File: config.mk
export PLATFORM = sky130hd
export DESIGN_NAME = alu_mc
export DESIGN_NICKNAME = d
export VERILOG_FILES = /design/src/rtl/alu_pkg.sv /design/src/rtl/alu_mul_iter.sv /design/src/rtl/alu_mc.sv
export SDC_FILE = /design/constraint.sdc
export NUM_CORES = 1
export LEC_CHECK = 0
export CORE_MARGIN = 8
export CORE_UTILIZATION = 55
export DETAILED_ROUTE_END_ITERATION = 12
export PLACE_DENSITY = 0.84
export SYNTH_ARGS = -nofsm -noshare
export SYNTH_HDL_FRONTEND = slang
export SYNTH_SLANG_ARGS = --single-unit
File: constraint.sdc
create_clock -name clk -period 4.2 [get_ports clk]
set_clock_uncertainty 0.1 [all_clocks]
set_input_delay 0.42 -clock clk [delete_from_list [all_inputs] [get_ports clk]]
set_output_delay 0.42 -clock clk [all_outputs]
set_load 0.02 [all_outputs]
File: src/rtl/alu_pkg.sv
// Shared definitions for the registered ALU: opcodes, flag bit positions,
// shift sub-op bits, multiplier FSM states and the adder overflow helper.
package alu_pkg;

    localparam logic [3:0] OP_ILLEGAL = 4'b0000;
    localparam logic [3:0] OP_AND     = 4'b0001;
    localparam logic [3:0] OP_OR      = 4'b0010;
    localparam logic [3:0] OP_XOR     = 4'b0011;
    localparam logic [3:0] OP_NOT     = 4'b0100;
    localparam logic [3:0] OP_ADD     = 4'b0101;
    localparam logic [3:0] OP_ADDU    = 4'b0110;
    localparam logic [3:0] OP_ADDC    = 4'b0111;
    localparam logic [3:0] OP_SHIFT   = 4'b1000;
    localparam logic [3:0] OP_SUB     = 4'b1001;
    localparam logic [3:0] OP_SUBC    = 4'b1010;
    localparam logic [3:0] OP_CMP     = 4'b1011;
    localparam logic [3:0] OP_MUL     = 4'b1100;
    localparam logic [3:0] OP_MOV     = 4'b1101;
    localparam logic [3:0] OP_MULS    = 4'b1110;
    localparam logic [3:0] OP_LU      = 4'b1111;

    localparam int FLG_C = 4;
    localparam int FLG_L = 3;
    localparam int FLG_F = 2;
    localparam int FLG_Z = 1;
    localparam int FLG_N = 0;

    // shmode[SHM_ARITH]: 1 = arithmetic; shmode[SHM_IMM]: 1 = amount from imm
    localparam int SHM_ARITH = 1;
    localparam int SHM_IMM   = 0;

    typedef enum logic [1:0] {
        ST_IDLE    = 2'b00,
        ST_MUL_RUN = 2'b01,
        ST_MUL_FIX = 2'b10
    } mul_state_e;

    function automatic logic add_overflow(input logic a_msb, input logic b_msb, input logic r_msb);
        return (a_msb == b_msb) && (r_msb != a_msb);
    endfunction

endpackage

File: src/rtl/alu_mul_iter.sv
// Iterative shift-add multiplier working on operand magnitudes; the sign is
// applied in the final state. done/product are valid together for one cycle.
module alu_mul_iter
    import alu_pkg::*;
#(
    parameter int WIDTH = 16
) (
    input  logic                 clk,
    input  logic                 rst_n,
    input  logic                 start,
    input  logic                 abort,
    input  logic                 is_signed,
    input  logic [WIDTH-1:0]     a,
    input  logic [WIDTH-1:0]     b,
    output logic                 done,
    output logic [2*WIDTH-1:0]   product
);

    localparam int CNT_W = $clog2(WIDTH) + 1;

    mul_state_e           r_state;
    logic [CNT_W-1:0]     r_cnt;
    logic [WIDTH-1:0]     r_mcand;
    logic [2*WIDTH-1:0]   r_acc;
    logic                 r_neg;

    logic [WIDTH-1:0]     w_mag_a;
    logic [WIDTH-1:0]     w_mag_b;
    logic [WIDTH:0]       w_step;
    logic [2*WIDTH-1:0]   w_fix;

    // Operand magnitudes, one add step and the final sign correction
    always_comb begin
        if (is_signed && a[WIDTH-1]) begin
            w_mag_a = ~a + WIDTH'(1'b1);
        end else begin
            w_mag_a = a;
        end
        if (is_signed && b[WIDTH-1]) begin
            w_mag_b = ~b + WIDTH'(1'b1);
        end else begin
            w_mag_b = b;
        end
        if (r_acc[0]) begin
            w_step = {1'b0, r_acc[2*WIDTH-1:WIDTH]} + {1'b0, r_mcand};
        end else begin
            w_step = {1'b0, r_acc[2*WIDTH-1:WIDTH]};
        end
        if (r_neg) begin
            w_fix = ~r_acc + (2*WIDTH)'(1'b1);
        end else begin
            w_fix = r_acc;
        end
    end

    assign done    = (r_state == ST_MUL_FIX) && !abort;
    assign product = w_fix;

    // Multiplier FSM: the low half of r_acc holds the shrinking multiplier
    always_ff @(posedge clk or negedge rst_n) begin
        if (!rst_n) begin
            r_state <= ST_IDLE;
            r_cnt   <= {CNT_W{1'b0}};
            r_mcand <= {WIDTH{1'b0}};
            r_acc   <= {(2*WIDTH){1'b0}};
            r_neg   <= 1'b0;
        end else begin
            case (r_state)
                ST_IDLE: begin
                    if (start) begin
                        r_mcand <= w_mag_a;
                        r_acc   <= {{WIDTH{1'b0}}, w_mag_b};
                        r_neg   <= is_signed && (a[WIDTH-1] ^ b[WIDTH-1]);
                        r_cnt   <= {CNT_W{1'b0}};
                        r_state <= ST_MUL_RUN;
                    end
                end
                ST_MUL_RUN: begin
                    if (abort) begin
                        r_state <= ST_IDLE;
                    end else begin
                        r_acc <= {w_step, r_acc[WIDTH-1:1]};
                        r_cnt <= r_cnt + CNT_W'(1'b1);
                        if (r_cnt == CNT_W'(WIDTH - 1)) begin
                            r_state <= ST_MUL_FIX;
                        end
                    end
                end
                ST_MUL_FIX: begin
                    r_state <= ST_IDLE;
                end
                default: begin
                    r_state <= ST_IDLE;
                end
            endcase
        end
    end

endmodule

File: src/rtl/alu_mc.sv
// Registered ALU with one-cycle single ops, an iterative multiplier and a
// CLFZN flag register whose carry feeds ADDC/SUBC without a bubble.
module alu_mc
    import alu_pkg::*;
#(
    parameter int WIDTH     = 16,
    parameter int IMM_WIDTH = 8
) (
    input  logic                 clk,
    input  logic                 rst_n,
    input  logic                 start,
    input  logic [3:0]           op,
    input  logic [1:0]           shmode,
    input  logic [WIDTH-1:0]     dest,
    input  logic [WIDTH-1:0]     src,
    input  logic [IMM_WIDTH-1:0] imm,
    input  logic                 imm_en,
    input  logic                 abort,
    output logic                 ready,
    output logic                 out_valid,
    output logic [WIDTH-1:0]     result,
    output logic [WIDTH-1:0]     result_hi,
    output logic [4:0]           flags,
    output logic                 illegal
);

    localparam int SH_W = $clog2(WIDTH);

    logic                        r_ready;
    logic                        r_out_valid;
    logic                        r_illegal;
    logic                        r_mul_signed;
    logic [WIDTH-1:0]            r_result;
    logic [WIDTH-1:0]            r_result_hi;
    logic [4:0]                  r_flags;

    logic                        w_accept;
    logic                        w_is_mul;
    logic                        w_mul_start;
    logic                        w_mul_done;
    logic                        w_sext;
    logic                        w_is_sub;
    logic                        w_cin;
    logic                        w_ovf;
    logic                        w_illegal;
    logic                        w_shdir;
    logic                        w_mul_ovf;
    logic signed [IMM_WIDTH-1:0] w_imm_s;
    logic [WIDTH-1:0]            w_imm_zx;
    logic [WIDTH-1:0]            w_imm_sx;
    logic [WIDTH-1:0]            w_b;
    logic [WIDTH-1:0]            w_addend;
    logic [WIDTH-1:0]            w_res;
    logic [WIDTH-1:0]            w_sra;
    logic [WIDTH-1:0]            w_shres;
    logic [WIDTH-1:0]            w_mul_lo;
    logic [WIDTH-1:0]            w_mul_hi;
    logic [WIDTH:0]              w_sum;
    logic [SH_W-1:0]             w_shamt;
    logic [2*WIDTH-1:0]          w_product;
    logic [4:0]                  w_flags;
    logic [4:0]                  w_mul_flags;

    assign w_accept    = start && r_ready;
    assign w_is_mul    = (op == OP_MUL) || (op == OP_MULS);
    assign w_mul_start = w_accept && w_is_mul;

    // Operand B: src, or imm extended by zero or sign depending on the op class
    always_comb begin
        w_imm_s  = imm;
        w_imm_zx = WIDTH'(imm);
        w_imm_sx = WIDTH'(w_imm_s);
        case (op)
            OP_ADD, OP_ADDU, OP_ADDC, OP_SUB, OP_SUBC, OP_CMP, OP_MUL, OP_MULS: w_sext = 1'b1;
            default: w_sext = 1'b0;
        endcase
        if (!imm_en) begin
            w_b = src;
        end else if (w_sext) begin
            w_b = w_imm_sx;
        end else begin
            w_b = w_imm_zx;
        end
    end

    // Shared adder; subtraction is dest + ~B + carry-in
    always_comb begin
        w_is_sub = (op == OP_SUB) || (op == OP_SUBC) || (op == OP_CMP);
        w_addend = w_is_sub ? ~w_b : w_b;
        if ((op == OP_ADDC) || (op == OP_SUBC)) begin
            w_cin = r_flags[FLG_C];
        end else begin
            w_cin = w_is_sub;
        end
        w_sum = {1'b0, dest} + {1'b0, w_addend} + {{WIDTH{1'b0}}, w_cin};
        w_ovf = add_overflow(dest[WIDTH-1], w_addend[WIDTH-1], w_sum[WIDTH-1]);
    end

    // Barrel shifter; the arithmetic result is kept separate so it stays signed
    always_comb begin
        if (shmode[SHM_IMM]) begin
            w_shamt = imm[SH_W-1:0];
            w_shdir = imm[SH_W];
        end else begin
            w_shamt = src[SH_W-1:0];
            w_shdir = src[SH_W];
        end
        w_sra = $signed(dest) >>> w_shamt;
        if (!w_shdir) begin
            w_shres = dest << w_shamt;
        end else if (shmode[SHM_ARITH]) begin
            w_shres = w_sra;
        end else begin
            w_shres = dest >> w_shamt;
        end
    end

    // Single-cycle result and next flags
    always_comb begin
        w_res     = {WIDTH{1'b0}};
        w_flags   = r_flags;
        w_illegal = 1'b0;
        case (op)
            OP_AND, OP_OR, OP_XOR: begin
                if (op == OP_AND) begin
                    w_res = dest & w_b;
                end else if (op == OP_OR) begin
                    w_res = dest | w_b;
                end else begin
                    w_res = dest ^ w_b;
                end
                w_flags        = 5'b00000;
                w_flags[FLG_Z] = (w_res == {WIDTH{1'b0}});
            end
            OP_NOT: begin
                w_res   = ~dest;
                w_flags = 5'b00000;
            end
            OP_ADD, OP_ADDU, OP_ADDC, OP_SUB, OP_SUBC, OP_CMP: begin
                w_res          = w_sum[WIDTH-1:0];
                w_flags        = 5'b00000;
                w_flags[FLG_C] = w_sum[WIDTH];
                w_flags[FLG_L] = w_is_sub && (dest < w_b);
                w_flags[FLG_F] = w_ovf;
                w_flags[FLG_Z] = (w_sum[WIDTH-1:0] == {WIDTH{1'b0}});
                w_flags[FLG_N] = w_sum[WIDTH-1] ^ w_ovf;
            end
            OP_SHIFT: begin
                w_res          = w_shres;
                w_flags        = 5'b00000;
                w_flags[FLG_Z] = (w_shres == {WIDTH{1'b0}});
                w_flags[FLG_N] = w_shres[WIDTH-1];
            end
            OP_MOV: begin
                w_res = w_b;
            end
            OP_LU: begin
                w_res = w_b << (WIDTH / 2);
            end
            OP_MUL, OP_MULS: begin
                w_res = {WIDTH{1'b0}};
            end
            OP_ILLEGAL: begin
                w_illegal = 1'b1;
            end
            default: begin
                w_illegal = 1'b1;
            end
        endcase
    end

    // Multiply flags: overflow means the product does not fit in WIDTH bits
    always_comb begin
        w_mul_lo = w_product[WIDTH-1:0];
        w_mul_hi = w_product[2*WIDTH-1:WIDTH];
        if (r_mul_signed) begin
            w_mul_ovf = (w_mul_hi != {WIDTH{w_mul_lo[WIDTH-1]}});
        end else begin
            w_mul_ovf = (w_mul_hi != {WIDTH{1'b0}});
        end
        w_mul_flags        = 5'b00000;
        w_mul_flags[FLG_C] = w_mul_ovf;
        w_mul_flags[FLG_F] = w_mul_ovf;
        w_mul_flags[FLG_Z] = (w_product == {(2*WIDTH){1'b0}});
        w_mul_flags[FLG_N] = r_mul_signed && w_product[2*WIDTH-1];
    end

    alu_mul_iter #(
        .WIDTH     (WIDTH)
    ) u_mul (
        .clk       (clk),
        .rst_n     (rst_n),
        .start     (w_mul_start),
        .abort     (abort),
        .is_signed (op == OP_MULS),
        .a         (dest),
        .b         (w_b),
        .done      (w_mul_done),
        .product   (w_product)
    );

    // Output, flag and handshake registers
    always_ff @(posedge clk or negedge rst_n) begin
        if (!rst_n) begin
            r_ready      <= 1'b1;
            r_out_valid  <= 1'b0;
            r_illegal    <= 1'b0;
            r_mul_signed <= 1'b0;
            r_result     <= {WIDTH{1'b0}};
            r_result_hi  <= {WIDTH{1'b0}};
            r_flags      <= 5'b00000;
        end else begin
            r_out_valid <= 1'b0;
            r_illegal   <= 1'b0;
            if (w_mul_done) begin
                r_result    <= w_mul_lo;
                r_result_hi <= w_mul_hi;
                r_flags     <= w_mul_flags;
                r_out_valid <= 1'b1;
                r_ready     <= 1'b1;
            end else if (!r_ready) begin
                if (abort) begin
                    r_ready <= 1'b1;
                end
            end else if (w_mul_start) begin
                r_ready      <= 1'b0;
                r_mul_signed <= (op == OP_MULS);
            end else if (w_accept) begin
                r_result    <= w_res;
                r_result_hi <= {WIDTH{1'b0}};
                r_flags     <= w_flags;
                r_out_valid <= 1'b1;
                r_illegal   <= w_illegal;
            end
        end
    end

    assign ready     = r_ready;
    assign out_valid = r_out_valid;
    assign result    = r_result;
    assign result_hi = r_result_hi;
    assign flags     = r_flags;
    assign illegal   = r_illegal;

endmodule

==> flow_metrics.py <==
metrics = {
    "clocking": {
        "cts_buffer_depth": 2,
        "htree_levels": 3,
        "ctsHoldBuffers": 0,
        "cts.sinks": 97,
        "clk_latency_ns": 0.37,
        "cts_resized": 0,
        "cts_root_buf": "clkbuf_16",
        "clk_pin_slew_worst_paths_ns": 0.08,
        "cts_setup_buffers": 0,
        "cts_tree": "built",
        "cts_buffers": 9,
    },
    "detailed_routing": {
        "drtAntennaViolNets": 0,
        "drt-pass1-iter-count": 6,
        "drc": 0,
        "drt-total-wl_um": 44960,
        "avgViaCountPerCell": 6.660,
        "wl_per_cell_um": 24.65,
        "drt_iter0_markers": 1466,
        "vias": 12150,
    },
    "floorplanning": {
        "placementRows": 52,
        "die_height_um": 158.0,
        "core-area_um2": 20040,
        "initial_core_util_pct": 55.35,
        "io_pins": 91,
        "die_w_um": 158.0,
        "die_area_um2": 24970,
    },
    "placement": {
        "place_inst": 1808,
        "gp_congestion": 1.042,
        "io_buffers": 90,
        "hpwl_um": 35790,
    },
    "grt": {
        "grt_max_degree": 70,
        "grt_pass1_wl_um": 68030,
        "antenna_found_initial": 0,
        "grt_overflow": 0,
        "grt_pass1_vias": 11750,
        "grt_util_met3_pct": 7.644,
        "grtUsageTotal_pct": 36.13,
        "busiest_layer": "met2",
        "met1_usage_pct": 44.09,
        "met2_usage_pct": 56.40,
    },
    "setup_path": {
        "crit_start": "imm_en",
        "crit_arrival_ns": 4.18,
        "critPathKind": "primary input to flip-flop",
        "required_ns": 4.40,
        "crit_fanout": 8,
        "r2r_slack_ns": 0.57,
        "cp-start-kind": "primary input",
        "rr_startpoint": "u_mul.r_acc[21]",
        "cp-end-kind": "flip-flop",
    },
    "cells_and_area": {
        "antennaDiodeCount": 0,
        "drive_above_1_share_pct": 13.64,
        "most-common-layout-cells": "nand2_1, buf_4, nor2_1",
        "final_cell_count_no_fill": 1824,
        "layout.nets": 1689,
        "final_common_cell": "nand2_1",
        "area.growth.synth_to_final_pct": 19.76,
        "fin_util_pct": 66.29,
    },
    "power_and_ir_drop": {
        "p_leak_nw": 5.688,
        "max-vdd-ir-drop_mv": 0.4073,
        "power_mw": 4.953,
        "powerDensity_nw_per_um2": 372.8,
    },
    "synthesis": {
        "ys_ff_latch": 97,
        "synth-seq-area-share_pct": 21.90,
        "synth_flop_cell": "dfrtp_1",
        "syn_inst": 1403,
        "synth_area_per_cell_um2": 7.906,
        "syn_area_um2": 11090,
        "synth_cell_type_count": 89,
        "ys_warn_count": 0,
        "asyncSetResetFlopFracSynth_pct": 100.0,
        "synth_edf_count": 0,
        "ys_top_cells_by_area": "dfrtp_1, ha_1, xnor2_1",
        "yosysTopAreaCell": "dfrtp_1",
        "yosysTopAreaCellShare_pct": 21.66,
        "syn_nets": 1543,
    },
    "timing": {
        "holdWs_ns": 0.04579,
        "fin_crit_ns": 3.981,
        "clock.fmax_ghz": 0.2512,
        "finalCritPeriodShare_pct": 94.78,
        "rsz0062_at_grt": "false",
        "slew_headroom_pct": 28.96,
        "slew_violations": 0,
        "report.final.hold_viol_count": 0,
        "finalSetupViolCount": 0,
        "worst_slew_pin_slew_ns": 1.056,
        "tns_ns": 0,
    },
    "worst_hold_path": {
        "hold_path.class": "primary input to asynchronous set/reset pin",
    },
    "outcome": {
        "status": "finished, final reports clean",
    },
    "run": {
        "cap_violations": 0,
    },
}
## metal layers
metal | vias to the layer above | share of wire, %
met2 | 793 | 44
met3 | 185 | 11
met1 | 5700 | 38
met4 | 2 | 7.3
li1 | 5467 | -
met5 | - | 0.17
## final timing paths
kind / to / cells after the start
worst max-delay path: flags[2] / 15
worst min-delay path: result_hi[7] / 1
worst max register to register: flags[1] / 9
worst min register to register: result_hi[0] / 2
max in group asynchronous: u_mul.r_mcand[13] / 2
min in group clk: result_hi[0] / 2
## cells by family after synthesis
logic type | after synthesis | share of synthesized area, %
muxes | 90 | 9.994
AOI/OAI and AO/OA | 413 | 24.61
DFF | 97 | 21.90
adders and majority gates | 89 | 10.24
xor gates and xnor gates | 100 | 7.896
buffers and inverters | 144 | 5.369
and+or+nand+nor | 470 | 19.99
## per-stage QoR
| step | cell area (um2) | worst slack [ns] |
|---|---|---|
| finish | 13280 | 0.2190 |
| global route | 13280 | 0.002633 |
| CTS | 13280 | 0.1991 |
| detailed placement | 12990 | -0.1507 |
| global placement | 12990 | -0.04263 |
| floorplan | 11090 | 0.04489 |
## worst max-delay path, cell delays in order
cell and delay [ns]:
clkdlybuf4s50_1 0.51, buf_4 0.20, buf_4 0.22, mux2i_1 0.29, xnor2_1 0.17, ha_1 0.30
o21a_1 0.21, o21ai_0 0.20, o21bai_1 0.18, o21ai_0 0.21, a21o_1 0.22, o41ai_2 0.37
xnor2_1 0.11, or4_1 0.47, nand3_1 0.09
## state kept, by name (all words and copies together), names as in the netlist
signal and flops:
ready 1, flags 5, illegal 1, u_mul.r_mcand 16, result 16, u_mul.r_state 2
u_mul.r_cnt 5, r_mul_signed 1, result_hi 16, out_valid 1, u_mul.r_neg 1, u_mul.r_acc 32
## cell type report
cell class / instances / area [um2]
inverters: 55 / 206.4
well taps: 270 / 337.8
flip-flops and latches: 97 / 2429
multi-input cells: 1162 / 8097
clock buffers: 9 / 225.2
clock inverters: 7 / 60.06
repair buffers: 224 / 1929
fillers: 1729 / 6755
## power breakdown
group	switching (mW)	internal, mW	leakage, nW
sequential	0.294	1.13	1.25
clock	0.403	0.412	0.136
combinational	1.61	1.11	4.30
total	2.30	2.65	5.69
## synth_stat cells (all sizes together) (13+ instances only)
master and n:
a211oi 13, nor4 15, nand2 165, nor3 37
inv 52, mux2 14, o31ai 18, ha 86
dfrtp 96, nor2 120, a21oi 77, a22oi 17
o21ai 120, xor2 29, mux2i 64, a21o 13
buf 24, clkbuf 65, nand4 13, o221ai 17
xnor2 71, o22ai 18, nor2b 13, nand3 44
a31oi 15
Power figures use the tool's default switching activity.
